<file path="src/rtl/elevator_call_ctrl_if.sv">
// Elevator-side handshake between the call controller and the elevator FSM.
//   floor_req  : one-hot floor request from the controller (registered there)
//   move_up    : car is travelling up
//   move_down  : car is travelling down
//   door_open  : car door is open at the current floor
// master = call controller, slave = elevator FSM.
interface elevator_call_ctrl_if #(
  parameter int NUM_FLOORS = 4
);
  logic [NUM_FLOORS-1:0] floor_req;
  logic                  move_up;
  logic                  move_down;
  logic                  door_open;

  modport master (
    output floor_req,
    input  move_up,
    input  move_down,
    input  door_open
  );

  modport slave (
    input  floor_req,
    output move_up,
    output move_down,
    output door_open
  );
endinterface

</file>
<file path="src/rtl/elevator_call_ctrl.sv">
// Elevator call controller.
// Latches hall-call buttons, tracks the car position from the elevator's
// movement signals and issues one floor request at a time to the elevator
// FSM, waiting for the door to cycle before choosing the next call.
// Ports:
//   clk       : single clock, all state on the rising edge
//   rst_n     : asynchronous active-low reset
//   btn       : level call buttons, bit i = floor i
//   bus       : elevator handshake (floor_req out; move_up/move_down/door_open in)
//   pending   : latched outstanding calls
//   cur_floor : tracked car position
//   busy      : controller is anywhere but IDLE
//   dir_err   : sticky flag, both movement directions seen together
module elevator_call_ctrl #(
  parameter int NUM_FLOORS    = 4,
  parameter int FLOOR_TICKS   = 16,
  parameter int REQ_HOLD      = 2,
  parameter int START_TIMEOUT = 8
) (
  input  logic                  clk,
  input  logic                  rst_n,
  input  logic [NUM_FLOORS-1:0] btn,
  elevator_call_ctrl_if.master  bus,
  output logic [NUM_FLOORS-1:0] pending,
  output logic [1:0]            cur_floor,
  output logic                  busy,
  output logic                  dir_err
);

  localparam int TICK_W = (FLOOR_TICKS > 1) ? $clog2(FLOOR_TICKS) : 1;
  localparam int HOLD_W = (REQ_HOLD > 1) ? $clog2(REQ_HOLD) : 1;
  localparam int WAIT_W = (START_TIMEOUT > 1) ? $clog2(START_TIMEOUT) : 1;

  localparam logic [TICK_W-1:0] TICK_MAX  = TICK_W'(FLOOR_TICKS - 1);
  localparam logic [HOLD_W-1:0] HOLD_MAX  = HOLD_W'(REQ_HOLD - 1);
  localparam logic [WAIT_W-1:0] WAIT_MAX  = WAIT_W'(START_TIMEOUT - 1);
  localparam logic [1:0]        TOP_FLOOR = 2'(NUM_FLOORS - 1);

  typedef enum logic [2:0] {
    IDLE,
    ISSUE,
    WAIT_START,
    WAIT_DONE,
    WAIT_CLOSE
  } state_e;

  state_e                state_q, state_d;
  logic [NUM_FLOORS-1:0] btn_prev_q;
  logic [NUM_FLOORS-1:0] pending_q, pending_d;
  logic [TICK_W-1:0]     tick_q, tick_d;
  logic [1:0]            cur_floor_q, cur_floor_d;
  logic                  last_dir_q, last_dir_d;
  logic                  dir_err_q, dir_err_d;
  logic [1:0]            target_q, target_d;
  logic                  sel_q, sel_d;
  logic [HOLD_W-1:0]     hold_q, hold_d;
  logic [WAIT_W-1:0]     wait_q, wait_d;
  logic [NUM_FLOORS-1:0] floor_req_q, floor_req_d;

  logic                  elev_active;
  logic                  door_clear;
  logic [NUM_FLOORS-1:0] btn_rise;
  logic [NUM_FLOORS-1:0] clear_mask;

  // Sweep-preserving choice: keep going the way we last travelled
  // (current floor counts as "ahead"), otherwise turn around to the
  // nearest call behind.
  function automatic logic [1:0] pick_target(
    input logic [NUM_FLOORS-1:0] req,
    input logic [1:0]            here,
    input logic                  up_first
  );
    logic [1:0] best;
    logic       found;
    best  = 2'd0;
    found = 1'b0;
    if (up_first) begin
      for (int i = NUM_FLOORS - 1; i >= 0; i--) begin
        if (req[i] && (i >= int'(here))) begin
          best  = 2'(i);
          found = 1'b1;
        end
      end
      if (!found) begin
        for (int i = 0; i < NUM_FLOORS; i++) begin
          if (req[i] && (i < int'(here))) best = 2'(i);
        end
      end
    end else begin
      for (int i = 0; i < NUM_FLOORS; i++) begin
        if (req[i] && (i <= int'(here))) begin
          best  = 2'(i);
          found = 1'b1;
        end
      end
      if (!found) begin
        for (int i = NUM_FLOORS - 1; i >= 0; i--) begin
          if (req[i] && (i > int'(here))) best = 2'(i);
        end
      end
    end
    return best;
  endfunction

  assign elev_active = bus.move_up | bus.move_down | bus.door_open;

  // Calls are edge-captured so a held button cannot re-arm after service;
  // a new press in the same cycle as a door clear keeps the bit set.
  always_comb begin
    btn_rise   = btn & ~btn_prev_q;
    door_clear = bus.door_open && ((state_q == WAIT_DONE) || (state_q == WAIT_CLOSE));
    clear_mask = door_clear ? (NUM_FLOORS'(1) << cur_floor_q) : '0;
    pending_d  = (pending_q & ~clear_mask) | btn_rise;
  end

  // Dead-reckoning position: FLOOR_TICKS uninterrupted cycles in one
  // direction equal one floor. A reversal mid-count discards the partial
  // floor; a conflicting up+down freezes everything and flags the error.
  always_comb begin
    tick_d      = tick_q;
    cur_floor_d = cur_floor_q;
    last_dir_d  = last_dir_q;
    dir_err_d   = dir_err_q;
    if (bus.move_up && bus.move_down) begin
      dir_err_d = 1'b1;
    end else if (bus.move_up || bus.move_down) begin
      last_dir_d = bus.move_up;
      if ((tick_q != '0) && (bus.move_up != last_dir_q)) begin
        tick_d = '0;
      end else if (tick_q == TICK_MAX) begin
        tick_d = '0;
        if (bus.move_up) begin
          if (cur_floor_q != TOP_FLOOR) cur_floor_d = cur_floor_q + 2'd1;
        end else begin
          if (cur_floor_q != 2'd0) cur_floor_d = cur_floor_q - 2'd1;
        end
      end else begin
        tick_d = tick_q + TICK_W'(1);
      end
    end else begin
      tick_d = '0;
    end
  end

  // Next-state logic. IDLE takes two cycles to launch a request: one to
  // latch the target (sel), one to enter ISSUE.
  always_comb begin
    state_d  = state_q;
    target_d = target_q;
    sel_d    = 1'b0;
    hold_d   = hold_q;
    wait_d   = wait_q;
    case (state_q)
      IDLE: begin
        hold_d = '0;
        wait_d = '0;
        if (sel_q) begin
          state_d = ISSUE;
        end else if ((pending_q != '0) && !elev_active) begin
          target_d = pick_target(pending_q, cur_floor_q, last_dir_q);
          sel_d    = 1'b1;
        end
      end
      ISSUE: begin
        if (hold_q == HOLD_MAX) begin
          hold_d  = '0;
          state_d = WAIT_START;
        end else begin
          hold_d = hold_q + HOLD_W'(1);
        end
      end
      WAIT_START: begin
        if (elev_active) begin
          wait_d  = '0;
          state_d = WAIT_DONE;
        end else if (wait_q == WAIT_MAX) begin
          wait_d  = '0;
          state_d = IDLE;
        end else begin
          wait_d = wait_q + WAIT_W'(1);
        end
      end
      WAIT_DONE: begin
        if (bus.door_open) state_d = WAIT_CLOSE;
      end
      WAIT_CLOSE: begin
        if (!bus.door_open) state_d = IDLE;
      end
      default: state_d = IDLE;
    endcase
  end

  // Outputs. floor_req is registered from the next state so it is high
  // exactly while the FSM sits in ISSUE.
  always_comb begin
    busy        = (state_q != IDLE);
    floor_req_d = (state_d == ISSUE) ? (NUM_FLOORS'(1) << target_q) : '0;
  end

  always_ff @(posedge clk or negedge rst_n) begin
    if (!rst_n) begin
      state_q     <= IDLE;
      btn_prev_q  <= '0;
      pending_q   <= '0;
      tick_q      <= '0;
      cur_floor_q <= 2'd0;
      last_dir_q  <= 1'b1;
      dir_err_q   <= 1'b0;
      target_q    <= 2'd0;
      sel_q       <= 1'b0;
      hold_q      <= '0;
      wait_q      <= '0;
      floor_req_q <= '0;
    end else begin
      state_q     <= state_d;
      btn_prev_q  <= btn;
      pending_q   <= pending_d;
      tick_q      <= tick_d;
      cur_floor_q <= cur_floor_d;
      last_dir_q  <= last_dir_d;
      dir_err_q   <= dir_err_d;
      target_q    <= target_d;
      sel_q       <= sel_d;
      hold_q      <= hold_d;
      wait_q      <= wait_d;
      floor_req_q <= floor_req_d;
    end
  end

  assign bus.floor_req = floor_req_q;
  assign pending       = pending_q;
  assign cur_floor     = cur_floor_q;
  assign dir_err       = dir_err_q;

endmodule
</file>
<file path="src/flat_wrapper.sv">
// flat-port wrapper written by rule: the top's interface ports become plain ports
module elevator_call_ctrl_flat 
#(
  parameter int NUM_FLOORS    = 4,
  parameter int FLOOR_TICKS   = 16,
  parameter int REQ_HOLD      = 2,
  parameter int START_TIMEOUT = 8
)
  (clk, rst_n, btn, pending, cur_floor, busy, dir_err, bus_floor_req, bus_move_up, bus_move_down, bus_door_open);
  elevator_call_ctrl_if #(.NUM_FLOORS(NUM_FLOORS)) bus_i ();
  input  logic clk;
  input  logic rst_n;
  input  logic [NUM_FLOORS-1:0] btn;
  output logic [NUM_FLOORS-1:0] pending;
  output logic [1:0] cur_floor;
  output logic busy;
  output logic dir_err;
  output wire logic [$bits(bus_i.floor_req)-1:0] bus_floor_req;
  input wire logic [$bits(bus_i.move_up)-1:0] bus_move_up;
  input wire logic [$bits(bus_i.move_down)-1:0] bus_move_down;
  input wire logic [$bits(bus_i.door_open)-1:0] bus_door_open;
  assign bus_floor_req = bus_i.floor_req;
  assign bus_i.move_up = bus_move_up;
  assign bus_i.move_down = bus_move_down;
  assign bus_i.door_open = bus_door_open;
  elevator_call_ctrl #(.NUM_FLOORS(NUM_FLOORS), .FLOOR_TICKS(FLOOR_TICKS), .REQ_HOLD(REQ_HOLD), .START_TIMEOUT(START_TIMEOUT)) u_core (.clk(clk), .rst_n(rst_n), .btn(btn), .bus(bus_i), .pending(pending), .cur_floor(cur_floor), .busy(busy), .dir_err(dir_err));
endmodule
</file>
<file path="config.mk">
export PLATFORM = sky130hd
export DESIGN_NAME = elevator_call_ctrl_flat
export DESIGN_NICKNAME = d
export VERILOG_FILES = /design/src/rtl/elevator_call_ctrl_if.sv /design/src/rtl/elevator_call_ctrl.sv /design/src/flat_wrapper.sv
export SDC_FILE = /design/constraint.sdc
export NUM_CORES = 1
export LEC_CHECK = 0
export BUFFER_PORTS_ARGS = -buffer_cell sky130_fd_sc_hd__buf_2
export CORE_MARGIN = 2
export CORE_UTILIZATION = 58
export CTS_BUF_LIST = sky130_fd_sc_hd__clkbuf_8 sky130_fd_sc_hd__clkbuf_16
export DETAILED_ROUTE_END_ITERATION = 16
export HOLD_SLACK_MARGIN = 0.08
export MAX_ROUTING_LAYER = met4
export PLACE_DENSITY = 0.86
export SLEW_MARGIN = 0
export SYNTH_ARGS = -nofsm -noshare
export SYNTH_HDL_FRONTEND = slang
export SYNTH_SLANG_ARGS = --single-unit
</file>
<file path="constraint.sdc">
create_clock -name clk -period 5.5 [get_ports clk]
set_clock_uncertainty 0.15 [all_clocks]
set_input_delay 0.825 -clock clk [delete_from_list [all_inputs] [get_ports clk]]
set_output_delay 0.825 -clock clk [all_outputs]
set_load 0.02 [all_outputs]
</file>
==> run_results.csv <==
group,metric,value,unit
placement,hpwl,2120,um
yosys,seq_area_frac_synth,47.77,%
layout,nNetsFinal,203,
power_and_ir_drop,p_per_area,398.1,nW/um2
floorplan,io_pins,21,
grt,grt_max_degree,31,
power_and_ir_drop,seqPwrFrac,45.0,%
layout,layout.cells.non_filler,213,
grt,track_usage,21.39,%
yosys,syn_area_per_cell,9.838,um2
clock_tree,cts_buffers,5,
yosys,ys_types,40,
yosys,synthesis.nets,181,
timing,setup_viol,0,
floorplan,dieArea,3147,um2
clock_tree,cts.sinks,30,
timing,hold_viol,0,
setup_path,startpoint_type,"flip-flop",
yosys,synth_area,1574,um2
floorplan,die_h,56.10,um
setup_path,startpoint,"u_core.state_q[1]",
timing,fmax,0.4362,GHz
power_and_ir_drop,p_clk_share,30.3,%
timing,worst_slew_pin_slew,656.4,ps
power_and_ir_drop,ir_drop,0.0003051,V
layout,final_common_cell,"dfrtp_1",
yosys,ys_async_sr_fraction,100.0,%
grt,gr-total-overflow,0,
hold_path,holdCritPathClass,"flip-flop to flip-flop",
placement,portBuffers,20,
timing,rsz0062_at_grt,"false",
timing,hold-worst-slack,274.1,ps
layout,multi_input_area,735.7,um2
drt,vias,1231,
yosys,synthFlopType,"dfrtp_1",
setup_path,critPathKind,"flip-flop to output pin",
grt,grt_pass1_wl,5154,um
yosys,yosysWarnings,0,
drt,drt_wl_total,2954,um
clock_tree,ctsRootBufferMaster,"clkbuf_8",
layout,final-seq-area,752.0,um2
clock_tree,cts_setup_buffers,0,
setup_path,slowest_stage,"dfrtp_1",
hold_path,hold_path.startpoint,"u_core.btn_prev_q[1]",
clock_tree,clock_latency,280,ps
layout,fillers,197,
clock_tree,htree_levels,2,
placement,finalWeightedCongestion,0.8721,
setup_path,critical_path_peak_fanout,11,
clock_tree,cts_hold_buf,0,
drt,drc,0,
floorplan,initial_core_util,62.40,%
setup_path,worstReg2RegStart,"u_core.cur_floor[0]",
power_and_ir_drop,leakagePower,0.9016,nW
setup_path,path_cells,"or3_1 -> buf_2",
timing,period_share,41.69,%
power_and_ir_drop,switching_power,238.1,uW
layout,final_core_util,71.13,%
grt,antenna_found_initial,0,
floorplan,core,2522,um2
power_and_ir_drop,p_sw_share,33.33,%
yosys,syn_inst,160,
flow_run,maxCapViolCount,0,
grt,grt_pass1_vias,1161,
clock_tree,cts_tree,"done",
setup_path,cp_data_required_time,4530,ps
floorplan,num_rows,18,
power_and_ir_drop,comb_power_share,24.7,%
drt,drt_iter0_markers,32,
clock_tree,clkTransAtPathRegs,60,ps
timing,slew-limit-headroom,56.24,%
drt,drt-pass1-iter-count,6,
timing,fin_ws,3207,ps
setup_path,worstSetupEndpointType,"output pin",
placement,place_ws,3136,ps
yosys,synth_seq_cells,30,
placement,dp.cells,205,
clock_tree,cts_buffer_depth,2,
power_and_ir_drop,internal_power,476.3,uW
yosys,synth_edf_count,0,
floorplan,die_w,56.10,um
setup_path,critPathMaxStageDelay,480,ps
layout,final_cell_mix,"dfrtp_1, buf_2, o21ai_0",
setup_path,critPathArrivalTime,1320,ps
status,status,"finished, final reports clean",
layout,drive_gt1_share,18.03,%
layout,syn_to_final_growth,13.99,%
drt,vias_per_cell,5.779,
timing,slew_violations,0,
timing,period_needed,2293,ps
setup_path,rrSetupSlack,3460,ps
drt,antenna_left,0,
layout,n_antenna_cell,0,
drt,wl_per_cell,13.87,um
clock_tree,cts_resized,0,
timing,fin_tns_setup,0,ps
layer usage:
metal / wire length [um] / share of wire (%) / GRT usage, % / up-vias
met5: 0 / 0 / - / -
met4: 51 / 1.7 / 6.463 / 0
met3: 148 / 5.0 / 7.442 / 11
met2: 1403 / 47 / 33.11 / 36
met1: 1352 / 46 / 26.50 / 589
li1: - / - / - / 595
final cells by class:
| cell class | count | area share (%) |
|---|---|---|
| Multi-Input combinational cell | 109 | 41.00 |
| Timing Repair Buffer | 20 | 5.579 |
| Inverter | 16 | 3.347 |
| Clock inverter | 3 | 2.232 |
| Tap cell | 30 | 2.092 |
| Clock buffer | 5 | 3.835 |
| Sequential cell | 30 | 41.91 |
per-stage QoR:
stage	total power [mW]	area, um2
6_report	0.7143	1794
5_1_grt	0.7642	1794
4_1_cts	0.7193	1794
3_5_place_dp	0.5003	1685
3_3_place_gp	0.4865	1685
2_1_floorplan	0.4460	1574
flip-flops by register name, indices dropped and copies added (netlist names):
| name | count |
|---|---|
| u_core.btn_prev_q | 4 |
| u_core.bus.floor_req | 4 |
| u_core.pending | 4 |
| u_core.tick_q | 4 |
| u_core.state_q | 3 |
| u_core.wait_q | 3 |
| u_core.cur_floor | 2 |
| u_core.target_q | 2 |
| u_core.dir_err | 1 |
| u_core.hold_q | 1 |
| u_core.last_dir_q | 1 |
| u_core.sel_q | 1 |
cell families (layout without fill, tap and decap cells):
logic type	after synthesis	count (layout)	synth area share, %
xor gates and xnor gates	3	3	1.670
DFF	30	30	47.77
muxes	2	2	1.351
adders and majority gates	12	12	9.539
buffers and inverters	21	44	5.485
and+or+nand+nor	54	54	19.32
AOI/OAI and AO/OA	38	38	14.87
synth_stat cells, types with 2 or more instances:
cell type / n / share of area, %
ha_1: 12 / 9.5
a31oi_1: 2 / 0.79
nor3_1: 3 / 0.95
nand2b_1: 5 / 2.0
and3b_1: 2 / 1.1
clkbuf_1: 4 / 0.95
a21oi_1: 4 / 1.3
nor2_1: 8 / 1.9
xnor2_1: 2 / 1.1
nand3_1: 7 / 2.2
or3_1: 2 / 0.79
a21o_1: 2 / 0.95
nand2_1: 12 / 2.9
dfrtp_1: 29 / 46
o21bai_1: 3 / 1.4
nand3b_1: 2 / 0.95
nor3b_1: 5 / 2.4
a211oi_1: 2 / 0.95
inv_1: 16 / 3.8
o21ai_0: 18 / 5.7
power groups by stage:
stage	logic (mW)	clock network, mW	registers [mW]
4_1_cts	0.178	0.221	0.320
2_1_floorplan	0.132	0	0.314
3_3_place_gp	0.167	0	0.319
3_5_place_dp	0.177	0	0.324
5_1_grt	0.202	0.233	0.329
6_report	0.177	0.217	0.321
worst paths after layout:
kind                       cells past startpoint                       to
setup / recovery                               2                     busy
hold reg to reg                                1        u_core.pending[1]
min in group asynchronous                      1  u_core.bus.floor_req[3]
hold / removal                                 1        u_core.pending[1]
max in group asynchronous                      1         u_core.wait_q[2]
setup reg to reg                               6       u_core.target_q[0]
critical path, delay by kind of cell, from the launching register on:
family	cells	cell delay (ps)
flops	1	480
simple gates	1	390
buf+inv	1	160
(Power assumes the default switching activity.)
